===== src/rtl/dcache_ctrl.sv =====
// dcache_ctrl: direct-mapped, write-through, no-write-allocate data cache.
// Loads hit in zero cycles; misses refill a full line over a req/ack port.
`timescale 1ns/1ps
module dcache_ctrl #(
    parameter int NUM_LINES      = 16,
    parameter int WORDS_PER_LINE = 4
) (
    input  logic        clock,
    input  logic        reset,
    input  logic        cpu_req,
    input  logic        cpu_we,
    input  logic [31:0] cpu_addr,
    input  logic [31:0] cpu_wdata,
    output logic [31:0] cpu_rdata,
    output logic        cpu_stall,
    output logic        mem_req,
    output logic        mem_we,
    output logic [31:0] mem_addr,
    output logic [31:0] mem_wdata,
    input  logic [31:0] mem_rdata,
    input  logic        mem_ack
);

    localparam int OFF_W = $clog2(WORDS_PER_LINE);
    localparam int IDX_W = $clog2(NUM_LINES);
    localparam int TAG_W = 32 - IDX_W - OFF_W;
    localparam logic [OFF_W-1:0] LAST = OFF_W'(WORDS_PER_LINE - 1);

    typedef enum logic [1:0] {IDLE, REFILL, WRITE, DONE} state_t;

    state_t              state_q;
    logic [NUM_LINES-1:0] valid_q;
    logic [TAG_W-1:0]    tag_q  [NUM_LINES];
    logic [31:0]         data_q [NUM_LINES][WORDS_PER_LINE];
    logic [OFF_W-1:0]    cnt_q;
    logic [OFF_W-1:0]    cnt_d;
    logic                mem_req_q;
    logic                mem_we_q;
    logic [31:0]         mem_addr_q;
    logic [31:0]         mem_wdata_q;

    logic [OFF_W-1:0] off;
    logic [IDX_W-1:0] idx;
    logic [TAG_W-1:0] tag;
    logic             hit;

    assign off = cpu_addr[OFF_W-1:0];
    assign idx = cpu_addr[OFF_W+IDX_W-1:OFF_W];
    assign tag = cpu_addr[31:OFF_W+IDX_W];
    assign hit = valid_q[idx] && (tag_q[idx] == tag);
    assign cnt_d = cnt_q + OFF_W'(1);

    assign mem_req   = mem_req_q;
    assign mem_we    = mem_we_q;
    assign mem_addr  = mem_addr_q;
    assign mem_wdata = mem_wdata_q;

    // Hit data path and pipeline stall; only a load hit in IDLE avoids stalling.
    always_comb begin
        cpu_rdata = hit ? data_q[idx][off] : 32'h0;
        cpu_stall = 1'b0;
        unique case (state_q)
            IDLE:   cpu_stall = cpu_req && (cpu_we || !hit);
            REFILL: cpu_stall = 1'b1;
            WRITE:  cpu_stall = 1'b1;
            DONE:   cpu_stall = 1'b0;
            default: cpu_stall = 1'b0;
        endcase
    end

    // Control FSM with registered memory-port outputs and line valid bits.
    always_ff @(posedge clock or posedge reset) begin
        if (reset) begin
            state_q     <= IDLE;
            valid_q     <= '0;
            cnt_q       <= '0;
            mem_req_q   <= 1'b0;
            mem_we_q    <= 1'b0;
            mem_addr_q  <= '0;
            mem_wdata_q <= '0;
        end else begin
            unique case (state_q)
                IDLE: begin
                    if (cpu_req && cpu_we) begin
                        state_q     <= WRITE;
                        mem_req_q   <= 1'b1;
                        mem_we_q    <= 1'b1;
                        mem_addr_q  <= cpu_addr;
                        mem_wdata_q <= cpu_wdata;
                    end else if (cpu_req && !hit) begin
                        state_q      <= REFILL;
                        valid_q[idx] <= 1'b0;
                        cnt_q        <= '0;
                        mem_req_q    <= 1'b1;
                        mem_we_q     <= 1'b0;
                        mem_addr_q   <= {tag, idx, {OFF_W{1'b0}}};
                    end
                end
                REFILL: begin
                    if (mem_ack) begin
                        if (cnt_q == LAST) begin
                            valid_q[idx] <= 1'b1;
                            mem_req_q    <= 1'b0;
                            state_q      <= DONE;
                        end else begin
                            cnt_q      <= cnt_d;
                            mem_addr_q <= {tag, idx, cnt_d};
                        end
                    end
                end
                WRITE: begin
                    if (mem_ack) begin
                        mem_req_q <= 1'b0;
                        mem_we_q  <= 1'b0;
                        state_q   <= DONE;
                    end
                end
                DONE: state_q <= IDLE;
                default: state_q <= IDLE;
            endcase
        end
    end

    // Line storage: refill words, tag on the last word, write-through hit update.
    always_ff @(posedge clock) begin
        if (state_q == REFILL && mem_ack) begin
            data_q[idx][cnt_q] <= mem_rdata;
            if (cnt_q == LAST) begin
                tag_q[idx] <= tag;
            end
        end
        if (state_q == WRITE && mem_ack && hit) begin
            data_q[idx][off] <= cpu_wdata;
        end
    end

endmodule


===== config.mk =====
export PLATFORM = sky130hd
export DESIGN_NAME = dcache_ctrl
export DESIGN_NICKNAME = d
export VERILOG_FILES = /design/src/rtl/dcache_ctrl.sv
export SDC_FILE = /design/constraint.sdc
export NUM_CORES = 2
export LEC_CHECK = 0
export CORE_UTILIZATION = 47
export DETAILED_ROUTE_END_ITERATION = 16
export GPL_ROUTABILITY_DRIVEN = 0
export SYNTH_ARGS = -nofsm -noshare
export SYNTH_HDL_FRONTEND = slang
export SYNTH_SLANG_ARGS = --single-unit

===== constraint.sdc =====
create_clock -name clock -period 16.2 [get_ports clock]
set_input_delay 3.24 -clock clock [delete_from_list [all_inputs] [get_ports clock]]
set_output_delay 3.24 -clock clock [all_outputs]
set_load 0.02 [all_outputs]

# --- Yosys cells after proc, flatten, opt, wreduce, memory -nomap -nowiden ---
# Memory sizes are Yosys's and may differ from the RTL's.
# Index checks and enable logic that the tools add are counted.
op_classes:
  eq_ne: 12
  magnitude_cmp: 6
  n_reduce_logical: 24
  n_addsub: 1
  n_mux: 178
  bitwise_logic: 133
op_table:
  columns: ["op", "n"]
  rows:
  - ["$mux 32", 9]
  - ["$mux 128", 2]
  - ["$mux 1", 142]
  - ["$demux 32 s2", 2]
  - ["$or 1x1->1", 128]
  - ["$bmux 32 s2", 1]
  - ["$mux 16", 4]
  - ["$pmux 32 s2", 1]
  - ["$pmux 16 s2", 1]
  - ["$eq 26x26->1", 1]
  - ["$mux 2", 9]
  - ["$and 16x16->16", 1]
  - ["$not 16->16", 1]
  - ["$or 16x16->16", 1]
  - ["$reduce_and 5->1", 3]
  - ["$ne 2x2->1 const B", 6]
  - ["$logic_and 1x1->1", 10]
  - ["$pmux 2 s4", 1]
  - ["$reduce_and 4->1", 2]
  - ["$eq 2x2->1 const B", 3]
  - ["$ge 3x3->1 const B", 2]
  - ["$lt 3x1->1 const B", 2]
  - ["$not 2->3", 2]
  - ["$pmux 1 s3", 2]
  - ["other kinds (17)", 18]
word_totals:
  output_inout_bits: 99
  ramBits: 2464
  word_cells: 363
  ff_bits: 86
  inputBits: 101
  mem_count: 2
mem_list:
  columns: ["name", "depth", "width", "read_ports", "rd_clocked_by_memory_dff", "write_ports", "line", "rtl"]
  rows:
  - ["data_q", 16, 128, 1, 0, 1, "34", "logic [31:0] data_q [NUM_LINES][WORDS_PER_LINE];"]
  - ["tag_q", 16, 26, 1, 0, 1, "33", "logic [TAG_W-1:0] tag_q [NUM_LINES];"]

# --- Longest topological paths before layout ---
logic_depth:
  ltp_word: 9
  mapped_depth: 16
  ltp_nobuf: 9

# --- Worst setup path before layout ---
# No wires, ideal clock.
synth_timing:
  path_type: "input port to output port"
  start: "in cpu_addr[2]"
  end: "out cpu_rdata[0]"
  cell_stages: 11
  t_arrival_ns: 6.778
  path_slack_ns: 6.182
  cell_sequence: "buf_2 buf_2 buf_4 buf_2 buf_2 clkbuf_1 buf_1 mux4_2 mux4_2 mux4_2 nor2b_1"
synth_between:
  elab_chain_len: 5
  word_cells_on_any_way: 10
  cone_classes: "eq/ne (1); mux (6); reduce/logical (1); memory (2)"
synth_rtl:
  columns: ["element", "line", "rtl"]
  rows:
  - ["start, declared", "12", "input logic [31:0] cpu_addr,"]
  - ["$mem_v2 16x128", null, null]
  - ["$bmux 32 s2", "60", "cpu_rdata = hit ? data_q[idx][off] : 32'h0;"]
  - ["$mux 32 (not written as such) (2 in a row)", "60", null]
  - ["$mux 32 *", "60", null]
  - ["end, declared", "14", "output logic [31:0] cpu_rdata,"]
# Mark *: on every way between the ends. The rest lies on a longest branch, timed or not. The select of a mux whose other input is x is not followed.

# --- Final worst setup path ---
layout_timing:
  start: "in cpu_addr[2]"
  end: "out cpu_rdata[20]"
# Same word-level chain as after synthesis.

==> impl_metrics.csv <==
group,metric,value,unit
clock_network,clockBufferDepth,4,
clock_network,hold_buffers,0,
floorplanning,rows,169,
clock_network,cts_max_level,5,
cells_and_area,drive_gt1_share,31.5,%
cells_and_area,multi_input_area,0.0241,mm²
worst_hold_path,min_to,"mem_addr[28]$_DFFE_PP0P_",
cells_and_area,fin_util,54.3,%
clock_network,clock-sinks,2550,
cells_and_area,seq_area,0.0761,mm²
logic_synthesis,yosys.area.top_type,"edfxtp_1",
floorplanning,dieHeight,465,µm
power,p_per_area,128,mW/mm²
power,sw_frac_of_total,22.6,%
clock_network,cts_buffers,281,
power,pwr-share-clk,40.5,%
worst_setup_path,cp_slowest_stage_delay,0.83,ns
clock_network,cts_tree,"done",
global_routing,grt_antenna_before_repair,29,
drt,drc,0,
timing,setup_tns,0,ns
worst_hold_path,holdPathStages,1,
worst_setup_path,r2r-start,"tag_q[14][12]$_DFFE_PP_",
global_routing,grt_pass1_vias,48800,
floorplanning,dieWidth,465,µm
logic_synthesis,seq_area_frac_synth,75.6,%
timing,fin_skew,0.0615,ns
run,maxCapViolCount,0,
global_routing,grt_overflow,0,
cells_and_area,n_fill_cell,15800,
floorplanning,die_area,0.216,mm²
power,comb_power_share,9.1,%
place,port_buffers,199,
logic_synthesis,ys_top_cells_by_count,"edfxtp_1 (2464), mux4_2 (737), clkbuf_1 (125)",
timing,slew_violations,0,
logic_synthesis,synth-compound-area-share,1.07,%
worst_setup_path,critPathArrivalTime,8.80,ns
timing,max_slew_margin,15.6,%
timing,period_share,74.3,%
drt,ant_nets,0,
clock_network,post_cts_resized,0,
logic_synthesis,synth_top_family_by_area,"multiplexers",
logic_synthesis,synth_top_area_share,73.5,%
worst_setup_path,cp-start-kind,"input port",
clock_network,worstSkewPairLatency,0.93,ns
logic_synthesis,synthMuxAreaShare,20.2,%
timing,finalCriticalPeriod,12.04,ns
drt,vias,48400,
clock_network,cts_setup_buffers,0,
logic_synthesis,yosysWarnings,0,
drt,avgRoutedWirePerCell,35.2,µm
clock_network,cts_root_buf,"clkbuf_16",
drt,met3WireLength,23900,µm
floorplanning,core,0.213,mm²
worst_setup_path,cp_max_fo,57,
timing,rsz0062_at_grt,"false",
cells_and_area,syn2layout_area_growth,14.5,%
logic_synthesis,ys_top_cells_by_area,"edfxtp_1 (73%), mux4_2 (16%), dfrtp_1 (2.1%), mux2_4 (1.7%), mux2_2 (1.1%)",
drt,initialDrtViolationCount,6416,
power,p_leak,36.6,nW
place,dp_hpwl,150000,µm
drt,wl_met2,130000,µm
worst_setup_path,endpoint_kind,"output port",
global_routing,grt_max_degree,139,
power,pwr-share-seq,50.4,%
logic_synthesis,synth_cell_type_count,72,
drt,first_pass_iters,5,
logic_synthesis,syn_avg_cell_area,23.2,µm²
logic_synthesis,ys_ff_latch,2550,
logic_synthesis,synth_fa_ha_area_share,0.0994,%
power,vdd_drop_max,0.000126,V
global_routing,grt_pass1_wl,380000,µm
timing,clock.fmax,0.0831,GHz
logic_synthesis,syn_area,0.101,mm²
worst_setup_path,crit_chain,"buf_8 -> buf_4 -> buf_4 -> buf_4 -> mux4_2 -> mux4_2 -> mux4_2 -> nor2b_1 -> clkdlybuf4s50_1",
status,outcome,"completed",
floorplanning,io_pins,200,
logic_synthesis,synth_fp_nets,4451,
drt,top_layer_used,"met5",
power,p_switching,3.33,mW
timing,setup_violations,0,
worst_hold_path,hold_start,"mem_addr[28]$_DFFE_PP0P_",
global_routing,grt_usage,25.4,%
worst_setup_path,crit_required,12.96,ns
clock_network,cts.clk_slew.worst_paths,0.05,ns
worst_setup_path,path_class,"in -> out",
drt,met1Wirelength,111000,µm
worst_setup_path,crit_slowest_cell,"buf_4",
worst_setup_path,cp_num_buf_inv,5,
timing,hold_viol_final,0,
logic_synthesis,synthArstFlopShare,3.37,%
logic_synthesis,synth_cells,4342,
logic_synthesis,yosysMostFrequentCell,"edfxtp_1",
drt,totalWireLength,272000,µm
logic_synthesis,synth-xor-area-share,0.235,%
drt,avgViaCountPerCell,6.26,
logic_synthesis,synthFlopType,"edfxtp_1",
logic_synthesis,synth_edf_count,2464,
timing,tightest_slew,1.26,ns
worst_setup_path,r2r_slack,10.61,ns
worst_setup_path,rr_worst_depth,11,
cells_and_area,finalNetCount,4819,
floorplanning,start_util,47.4,%
worst_setup_path,r2r_end,"data_q[6][6]$_DFFE_PP_",
logic_synthesis,synthSimpleGateAreaFrac,1.57,%
worst_setup_path,path_delay_family,"buffers and inverters",
power,p_int,11.4,mW
timing,hold_slack,0.487,ns
worst_hold_path,hold_path.class,"reg -> reg",
## logic make-up after synthesis
group,after synthesis
mux,1045
flops,2550
xor+xnor,27
simple gates,306
compound gates,146
fa+ha+maj,8
buf+inv,260
## power by group through the flow
stage               logic, mW  clock network (mW)  registers, mW
floorplan               0.661                   0           7.67
global placement         1.33                   0           7.57
detailed placement       1.35                   0           7.58
CTS                      1.35                6.07           7.44
global route             1.41                6.32           7.45
finish                   1.34                5.97           7.44
## stage by stage
stage               power (mW)  instances  setup WS, ns  area [µm²]
detailed placement        8.93       7248          4.02      107000
finish                    14.8       7737          4.16      115000
CTS                       14.9       7720          4.02      115000
global route              15.2       7732          3.75      115000
global placement          8.91       7248          4.05      107000
floorplan                 8.33       4342          6.18      101000
## metal layers
layer,global-route usage [%],up-vias
met2,39.3,2183
met1,35.6,26500
met3,6.25,417
met4,8.34,6
li1,-,19300
met5,0,-
## worst register-to-register path, delay by kind of cell (launching register included)
family	cells	cell delay, ns
DFF	1	0.36
and+or+nand+nor	5	2.06
muxes	2	0.84
AOI/OAI and AO/OA	2	0.78
buffers and inverters	2	1.15
## placed cells by master, fill, tap and decap left out, drive strengths merged, types with 19 or more instances in the layout
master / netlist / layout
buf: 113 / 130
clkdlybuf4s50: 0 / 193
o22ai: 19 / 19
clkinv: 1 / 83
o21ai: 20 / 20
nand2: 65 / 65
clkbuf: 125 / 357
dfrtp: 86 / 86
edfxtp: 2464 / 2464
nor2b: 43 / 43
nor4: 27 / 27
nor2: 92 / 92
mux4: 737 / 737
inv: 21 / 33
mux2: 227 / 227
mux2i: 81 / 81
## layout make-up
cell class	instances	share of cell area, %
clock buffers	357	6.48
clock inverters	115	0.825
well taps	2821	3.06
flip-flops and latches	2550	66.0
inverters	22	0.0738
diodes	17	0.0369
repair buffers	323	2.61
multi-input cells	1532	20.9
## how the worst max path moves through the flow
stage                startpoint            end  slack [ns]  cells past startpoint
CTS                 cpu_addr[2]  cpu_rdata[22]        4.02                      9
finish              cpu_addr[2]  cpu_rdata[20]        4.16                      9
global placement    cpu_addr[2]  cpu_rdata[22]        4.05                      9
global route        cpu_addr[2]  cpu_rdata[22]        3.75                      9
floorplan           cpu_addr[2]   cpu_rdata[0]        6.18                     11
detailed placement  cpu_addr[2]  cpu_rdata[22]        4.02                      9
## state kept, by name, summed over array words and instances (netlist names), named ones only
signal     count
data_q      2048
tag_q        416
mem_addr      32
mem_wdata     32
cnt_q          2
state_q        2
mem_req        1
mem_we         1
Power figures use the tool's default switching activity.
